--- src/rtl/pipe_stage_skid.sv ---
// pipe_stage_skid: valid/ready pipeline register with a 2-entry skid buffer and synchronous flush.
// Optional perf counters (stall_cnt, flush_cnt) enabled by defining PIPE_STAGE_PERF_EN.
`default_nettype none

module pipe_stage_skid #(
    parameter int CW_W   = 35,
    parameter int DATA_W = 32,
    parameter int N_DATA = 4,
    parameter int CNT_W  = 16
) (
    input  logic                     clk,
    input  logic                     rst,
    input  logic                     flush,
    input  logic                     in_valid,
    output logic                     in_ready,
    input  logic [CW_W-1:0]          in_ctrl,
    input  logic [N_DATA*DATA_W-1:0] in_data,
    output logic                     out_valid,
    input  logic                     out_ready,
    output logic [CW_W-1:0]          out_ctrl,
    output logic [N_DATA*DATA_W-1:0] out_data,
    output logic [1:0]               occupancy
`ifdef PIPE_STAGE_PERF_EN
    ,
    output logic [CNT_W-1:0]         stall_cnt,
    output logic [CNT_W-1:0]         flush_cnt
`endif
);

    localparam int DW = N_DATA * DATA_W;

    logic            main_valid_q, main_valid_d;
    logic [CW_W-1:0] main_ctrl_q,  main_ctrl_d;
    logic [DW-1:0]   main_data_q,  main_data_d;
    logic            skid_valid_q, skid_valid_d;
    logic [CW_W-1:0] skid_ctrl_q,  skid_ctrl_d;
    logic [DW-1:0]   skid_data_q,  skid_data_d;

    logic in_fire;
    logic out_fire;

    // in_ready comes straight from a flop so upstream never sees a combinational path.
    assign in_ready  = ~skid_valid_q;
    assign in_fire   = in_valid & ~skid_valid_q;
    assign out_fire  = main_valid_q & out_ready;
    assign out_valid = main_valid_q;
    assign out_ctrl  = main_ctrl_q;
    assign out_data  = main_data_q;
    assign occupancy = {1'b0, main_valid_q} + {1'b0, skid_valid_q};

    always_comb begin
        main_valid_d = main_valid_q;
        main_ctrl_d  = main_ctrl_q;
        main_data_d  = main_data_q;
        skid_valid_d = skid_valid_q;
        skid_ctrl_d  = skid_ctrl_q;
        skid_data_d  = skid_data_q;

        if (flush) begin
            main_valid_d = 1'b0;
            main_ctrl_d  = '0;
            skid_valid_d = 1'b0;
        end else if (out_fire) begin
            if (skid_valid_q) begin
                main_ctrl_d  = skid_ctrl_q;
                main_data_d  = skid_data_q;
                skid_valid_d = 1'b0;
            end else if (in_fire) begin
                main_ctrl_d  = in_ctrl;
                main_data_d  = in_data;
            end else begin
                // Emptying: control goes to NOP, data lanes are left as don't-care.
                main_valid_d = 1'b0;
                main_ctrl_d  = '0;
            end
        end else if (in_fire) begin
            if (!main_valid_q) begin
                main_valid_d = 1'b1;
                main_ctrl_d  = in_ctrl;
                main_data_d  = in_data;
            end else begin
                skid_valid_d = 1'b1;
                skid_ctrl_d  = in_ctrl;
                skid_data_d  = in_data;
            end
        end
    end

    always_ff @(posedge clk) begin
        if (rst) begin
            main_valid_q <= 1'b0;
            main_ctrl_q  <= '0;
            main_data_q  <= '0;
            skid_valid_q <= 1'b0;
            skid_ctrl_q  <= '0;
            skid_data_q  <= '0;
        end else begin
            main_valid_q <= main_valid_d;
            main_ctrl_q  <= main_ctrl_d;
            main_data_q  <= main_data_d;
            skid_valid_q <= skid_valid_d;
            skid_ctrl_q  <= skid_ctrl_d;
            skid_data_q  <= skid_data_d;
        end
    end

`ifdef PIPE_STAGE_PERF_EN
    logic [CNT_W-1:0] stall_cnt_q;
    logic [CNT_W-1:0] flush_cnt_q;
    logic [CNT_W:0]   flush_sum;

    assign flush_sum = {1'b0, flush_cnt_q} + {{(CNT_W-1){1'b0}}, occupancy};

    always_ff @(posedge clk) begin
        if (rst) begin
            stall_cnt_q <= '0;
            flush_cnt_q <= '0;
        end else begin
            if (main_valid_q && !out_ready && (stall_cnt_q != {CNT_W{1'b1}})) begin
                stall_cnt_q <= stall_cnt_q + 1'b1;
            end
            if (flush) begin
                flush_cnt_q <= flush_sum[CNT_W] ? {CNT_W{1'b1}} : flush_sum[CNT_W-1:0];
            end
        end
    end

    assign stall_cnt = stall_cnt_q;
    assign flush_cnt = flush_cnt_q;
`else
    logic [CNT_W-1:0] unused_cnt_w;
    assign unused_cnt_w = '0;
`endif

endmodule

`default_nettype wire

--- config.mk ---
export PLATFORM = sky130hd
export DESIGN_NAME = pipe_stage_skid
export DESIGN_NICKNAME = d
export VERILOG_FILES = /design/src/rtl/pipe_stage_skid.sv
export SDC_FILE = /design/constraint.sdc
export NUM_CORES = 1
export LEC_CHECK = 0
export CAP_MARGIN = 20
export CORE_MARGIN = 1
export CORE_UTILIZATION = 45
export CTS_BUF_LIST = sky130_fd_sc_hd__clkbuf_8 sky130_fd_sc_hd__clkbuf_16
export DETAILED_ROUTE_END_ITERATION = 10
export GPL_TIMING_DRIVEN = 0
export PLACE_DENSITY_LB_ADDON = 0.08
export SYNTH_ARGS = -nofsm -noshare
export SYNTH_HDL_FRONTEND = slang
export SYNTH_SLANG_ARGS = --single-unit
--- constraint.sdc ---
create_clock -name clk -period 1.5 [get_ports clk]
set_clock_uncertainty 0.15 [all_clocks]
set_input_delay 0.375 -clock clk [delete_from_list [all_inputs] [get_ports clk]]
set_output_delay 0.375 -clock clk [all_outputs]
set_load 0.01 [all_outputs]
After elaboration in Yosys (flattened, before gate mapping)
Cells that the tools add are included.
W data, S select, Z words.
{"block": "word_totals", "out_inout_bits": 167, "input_bits": 168, "register_bits": 328}
{"block": "op_classes", "bitwise_logic": 5, "muxes": 14, "n_reduce_logical": 9, "n_eq_ne": 3, "n_addsub": 1}
{"cell": "$mux W128", "count": 5}
{"cell": "$mux W35", "count": 5}
{"cell": "$reduce_and A4 Y1", "count": 2}
{"cell": "$mux W1", "count": 4}
{"cell": "$ne A2 B2 Y1 const B", "count": 2}
{"cell": "$reduce_and A2 Y1", "count": 2}
{"cell": "$reduce_bool A2 Y1", "count": 2}
{"cell": "$not A1 Y1", "count": 3}
{"cell": "$reduce_and A3 Y1", "count": 1}
{"cell": "$reduce_or A3 Y1", "count": 1}
{"cell": "$add A1 B1 Y2", "count": 1}
{"cell": "$and A1 B1 Y1", "count": 2}
{"cell": "$ne A2 B1 Y1 const B", "count": 1}
{"cell": "$reduce_or A2 Y1", "count": 1}

Longest topological paths before layout
{"block": "logic_depth", "ltp_word": 5, "ltp_mapped": 7, "depth_no_buf": 3}

Worst setup path after synthesis
Ideal clock, no wire load.
{"block": "synth_timing", "path_type": "reg2reg", "startpoint": "register main_valid_q, in the netlist out_valid", "endpoint": "register main_data_q[122], in the netlist out_data[122]", "synth_period_minus_slack_ns": 1.685, "arrival_time_ns": 1.447, "n_path_buf": 3, "slack_ns": -0.185, "setup_ns": 0.088, "t_required_ns": 1.262, "stages_incl_launch_ff": 7, "cell_sequence": "dfxtp_1 buf_4 and3_1 buf_4 clkbuf_1 nand2_1 a311oi_2"}
{"block": "synth_between", "elab_chain_cells": 3}
{"item": "from (decl)", "line": "32", "source": "logic main_valid_q, main_valid_d;"}
{"item": "from (signal assigned)", "line": "98", "source": "main_valid_q <= main_valid_d;"}
{"item": "$and A1 B1 Y1", "line": "45", "source": "assign out_fire = main_valid_q & out_ready;"}
{"item": "$ne A2 B1 Y1 (no line) or $reduce_bool A2 Y1 (tied branches)"}
{"item": "$reduce_and A4 Y1 (no line)"}
{"item": "to (signal assigned)", "line": "100", "source": "main_data_q <= main_data_d;"}
{"item": "to (decl)", "line": "34", "source": "logic [DW-1:0] main_data_q, main_data_d;"}
Several ways; a longest one is shown, not always the timed one.
A chain may end at the register's enable or synchronous reset.

Worst setup path in the final report
{"block": "layout_timing", "startpoint": "register skid_valid_q", "endpoint": "register main_data_q[62], in the netlist out_data[62]"}
{"block": "layout_between", "elab_chain_cells": 4}
{"item": "from (decl)", "line": "35", "source": "logic skid_valid_q, skid_valid_d;"}
{"item": "from (signal assigned)", "line": "101", "source": "skid_valid_q <= skid_valid_d;"}
{"item": "$not A1 Y1", "line": "44", "source": "assign in_fire = in_valid & ~skid_valid_q;"}
{"item": "$and A1 B1 Y1", "line": "44"}
{"item": "$reduce_bool A2 Y1 (no line)"}
{"item": "$reduce_and A4 Y1 (no line)"}
Several ways; a longest one is shown, not always the timed one.

==> out/metrics.cfg <==
[run_status]
outcome=finished, violations left
violations=setup timing

[yosys]
synth_top_family_by_area=compound AO/OA/AOI/OAI gates
ys_ff_latch=328
synth_compound_area_share_pct=34.6
syn_nets=1835
synth-edff-count=0
ys_async_sr_fraction_pct=0
synth-warning-count=0
yosysUniqueCellTypes=32
synth-xor-area-share_pct=0
synthCells=1666
synth_top_area_share_pct=45.2
synthMuxAreaShare_pct=0.103
synth_area_leader_cell=dfxtp_1
syn_area_mm2=0.0145
synthAdderAreaFrac_pct=0.0862
yosysSeqAreaShare_pct=45.2
synth_ff_type=dfxtp_1
synth_area_leaders=dfxtp_1, a311oi_2, a21oi_1
synth_area_per_cell_um2=8.71
synthSimpleGateAreaFrac_pct=12.9

[floorplanning]
rows=65
core-area_mm2=0.0316
die_w_um=182
start_util_pct=45.9
ios=335
die_y_um=182
die_area_mm2=0.0330

[global_route]
grt_max_degree=14
grt_use_met3_pct=6.62
grt_first_pass_wirelength_mm=76.8
antenna_found_initial=8
grt.met2_usage_pct=47.3
gr-total-overflow=0
gr-max-usage-layer=met2
grt_pass1_vias=14200
track_usage_pct=29.0
use_met1_pct=37.2

[setup_path]
cp_data_required_time_ns=1.71
worstPathCellList=buf_6 -> mux2_4 -> buf_8 -> buf_6 -> a31oi_1 -> a311oi_4
critPathBufInv=3
r2r-end=out_data[62]$_SDFFE_PP0P_
r2r_start=skid_valid_q$_SDFFE_PP0P_
critPathTopFamily=buffers and inverters
cp-end-kind=flip-flop
critical_path.endpoint=out_data[62]$_SDFFE_PP0P_
slowest_delay_ns=0.38
r2r_slack_ns=-0.34
startpoint=skid_valid_q$_SDFFE_PP0P_
crit_fanout=10
reg2reg_depth=6
cpMaxStageDelayCell=dfxtp_4
cp_num_cells=6
worstSetupStartpointType=flip-flop
critical_path_class=flip-flop to flip-flop
cp_common_cell=buf_6
arrival_ns=2.05

[cts]
cts_max_path_buffers=3
cts.reportedPaths.clkPinSlew_ns=0.06
numCtsBuffers=36
cts.sinks=328
root_buffer=clkbuf_16
cts_tree=built
htree_levels=2
clk_latency_ns=0.51

[timing]
setup_ws_ns=-0.342
tightestPinTransition_ns=0.909
timing.fmax_mhz=543
hold_viol_final=0
rsz0062_at_grt=yes
relSlewSlack_pct=39.4
setup_viol=493
slew_viol_final=0
post-route-period-util_pct=123
min_period_ns=1.84

[placement]
hpwl_mm=33.5
gp_congestion=0.837
dp_slack_ns=-1.18
placed_cells=2400
post_dp_cell_area_mm2=0.0186
io_buffers=332

[cells_and_area]
drive_above_1_share_pct=23.6
layoutNonFillerInstCount=2493
nets=2233
final_area_mm2=0.0213
syn_to_final_growth_pct=46.5

[pwr]
total_power_w=0.0209
powerDensity_mw_per_mm2=982
leakagePower_nw=7.84
peakVddDrop_mv=0.701

[drt]
wl_mm=51.1
drc=0
wl_per_cell_um=20.5
drtIter0Drc=1181
drt-vias-per-instance=5.96
drtPass1Iterations=5
dr_total_vias=14800
ant_nets=0

[hold_path]
hold_depth=3
hp-class=input pin to flip-flop

[flow_run]
timing.max_cap.violations=0

-- what timing repair did --
item / 4_1_cts / 5_1_grt
setup buffers: 3 / 15
gates resized for setup: 333 / 240
hold buffers: 0 / 0
pin swaps: 4 / 30
setup endpoints to repair: 495 / 495
cloned: 4 / 11
-- layout make-up --
class / count / area [µm²]
Inverter: 2 / 7.51
Clock buffer: 43 / 1010
Buffer: 208 / 1720
Fill cell: 2612 / 10400
Timing Repair Buffer: 365 / 3630
Sequential cell: 328 / 6570
Clock inverter: 17 / 97.6
Tap cell: 402 / 503
Antenna cell: 5 / 12.5
Multi-Input combinational cell: 1123 / 7720
-- kinds of logic after synthesis --
group / count (synthesis)
adders and majority gates: 1
DFF: 328
buffers and inverters: 215
muxes: 1
AOI/OAI and AO/OA: 690
and+or+nand+nor: 431
-- power breakdown --
part / leakage, nW / internal [W] / switching (W)
registers: 2.67 / 0.00903 / 0.000194
clock network: 0.590 / 0.00491 / 0.00355
logic: 4.58 / 0.00150 / 0.00170
-- routing by layer --
metal | wire length, µm | vias to the layer above | part of all wire (%)
met1 | 22200 | 7142 | 43
met4 | 1640 | 4 | 3.2
li1 | - | 7022 | -
met2 | 23600 | 566 | 46
met3 | 3620 | 112 | 7.1
met5 | 23 | - | 0.045
-- worst register-to-register path: stages (launching register included) --
cell      delay [ns]
dfxtp_4         0.38
buf_6           0.12
mux2_4          0.32
buf_8           0.18
buf_6           0.18
a31oi_1         0.28
a311oi_4        0.08
-- worst min-delay path by stage --
stage / from / to / slack [ns]
global route: flush / skid_data_q[4]$_SDFFE_PP0P_ / 0.22
finish: flush / skid_data_q[1]$_SDFFE_PP0P_ / 0.20
detailed placement: skid_data_q[13]$_SDFFE_PP0P_ / skid_data_q[13]$_SDFFE_PP0P_ / 0.32
floorplan: skid_ctrl_q[34]$_SDFFE_PP0P_ / skid_ctrl_q[34]$_SDFFE_PP0P_ / 0.30
global placement: skid_data_q[22]$_SDFFE_PP0P_ / skid_data_q[22]$_SDFFE_PP0P_ / 0.31
CTS: flush / skid_data_q[0]$_SDFFE_PP0P_ / 0.18
-- cells in the final DEF (no fill, tap or decap), types with 2 or more instances in the layout --
master / netlist / routed
buf_1: 12 / 10
buf_8: 0 / 29
a31oi_1: 128 / 57
buf_4: 9 / 22
clkinv_2: 0 / 6
buf_12: 0 / 18
nand2_1: 256 / 255
a311oi_2: 120 / 121
o21ai_2: 0 / 15
buf_16: 0 / 2
a22oi_1: 35 / 20
and3_4: 1 / 2
nand3_1: 164 / 156
a21oi_2: 0 / 29
clkbuf_1: 130 / 63
clkbuf_2: 0 / 20
nand3_2: 0 / 8
clkdlybuf4s50_1: 0 / 165
dfxtp_4: 0 / 2
dfxtp_1: 328 / 326
a22oi_2: 0 / 15
clkbuf_16: 0 / 45
a31oi_2: 0 / 70
buf_2: 46 / 14
a21oi_1: 199 / 170
o21ai_0: 112 / 86
inv_1: 2 / 12
diode_2: 0 / 5
dlygate4sd2_1: 0 / 164
clkbuf_8: 0 / 14
clkbuf_4: 0 / 21
o31ai_1: 35 / 35
buf_6: 16 / 29
o21ai_1: 51 / 62
a311oi_1: 8 / 6
-- flip-flops by register name, indices dropped and copies added (netlist names) --
name	cells
out_data	128
skid_data_q	128
out_ctrl	35
skid_ctrl_q	35
out_valid	1
skid_valid_q	1
-- stage by stage --
| step | util [%] | hold WS (ns) | TNS, ns |
|---|---|---|---|
| final | 67.2 | 0.200 | -101.57 |
| after global routing | 67.2 | 0.224 | -126.14 |
| after CTS | 63.5 | 0.184 | -107.04 |
| after detailed placement | 58.7 | 0.317 | -287.83 |
| after global placement | 58.7 | 0.311 | -279.55 |
| after floorplan | - | 0.304 | -13.44 |
-- cells in the mapped netlist (2+ instances only) --
cell type    n
a22oi_1     35
buf_2       46
inv_1        2
nand3_1    164
buf_1       12
a311oi_2   120
o31ai_1     35
a31oi_1    128
buf_4        9
buf_6       16
nand2_1    256
dfxtp_1    328
clkbuf_1   130
o21ai_0    112
a311oi_1     8
o21ai_1     51
a21oi_1    199
Power figures use the tool's default switching activity.
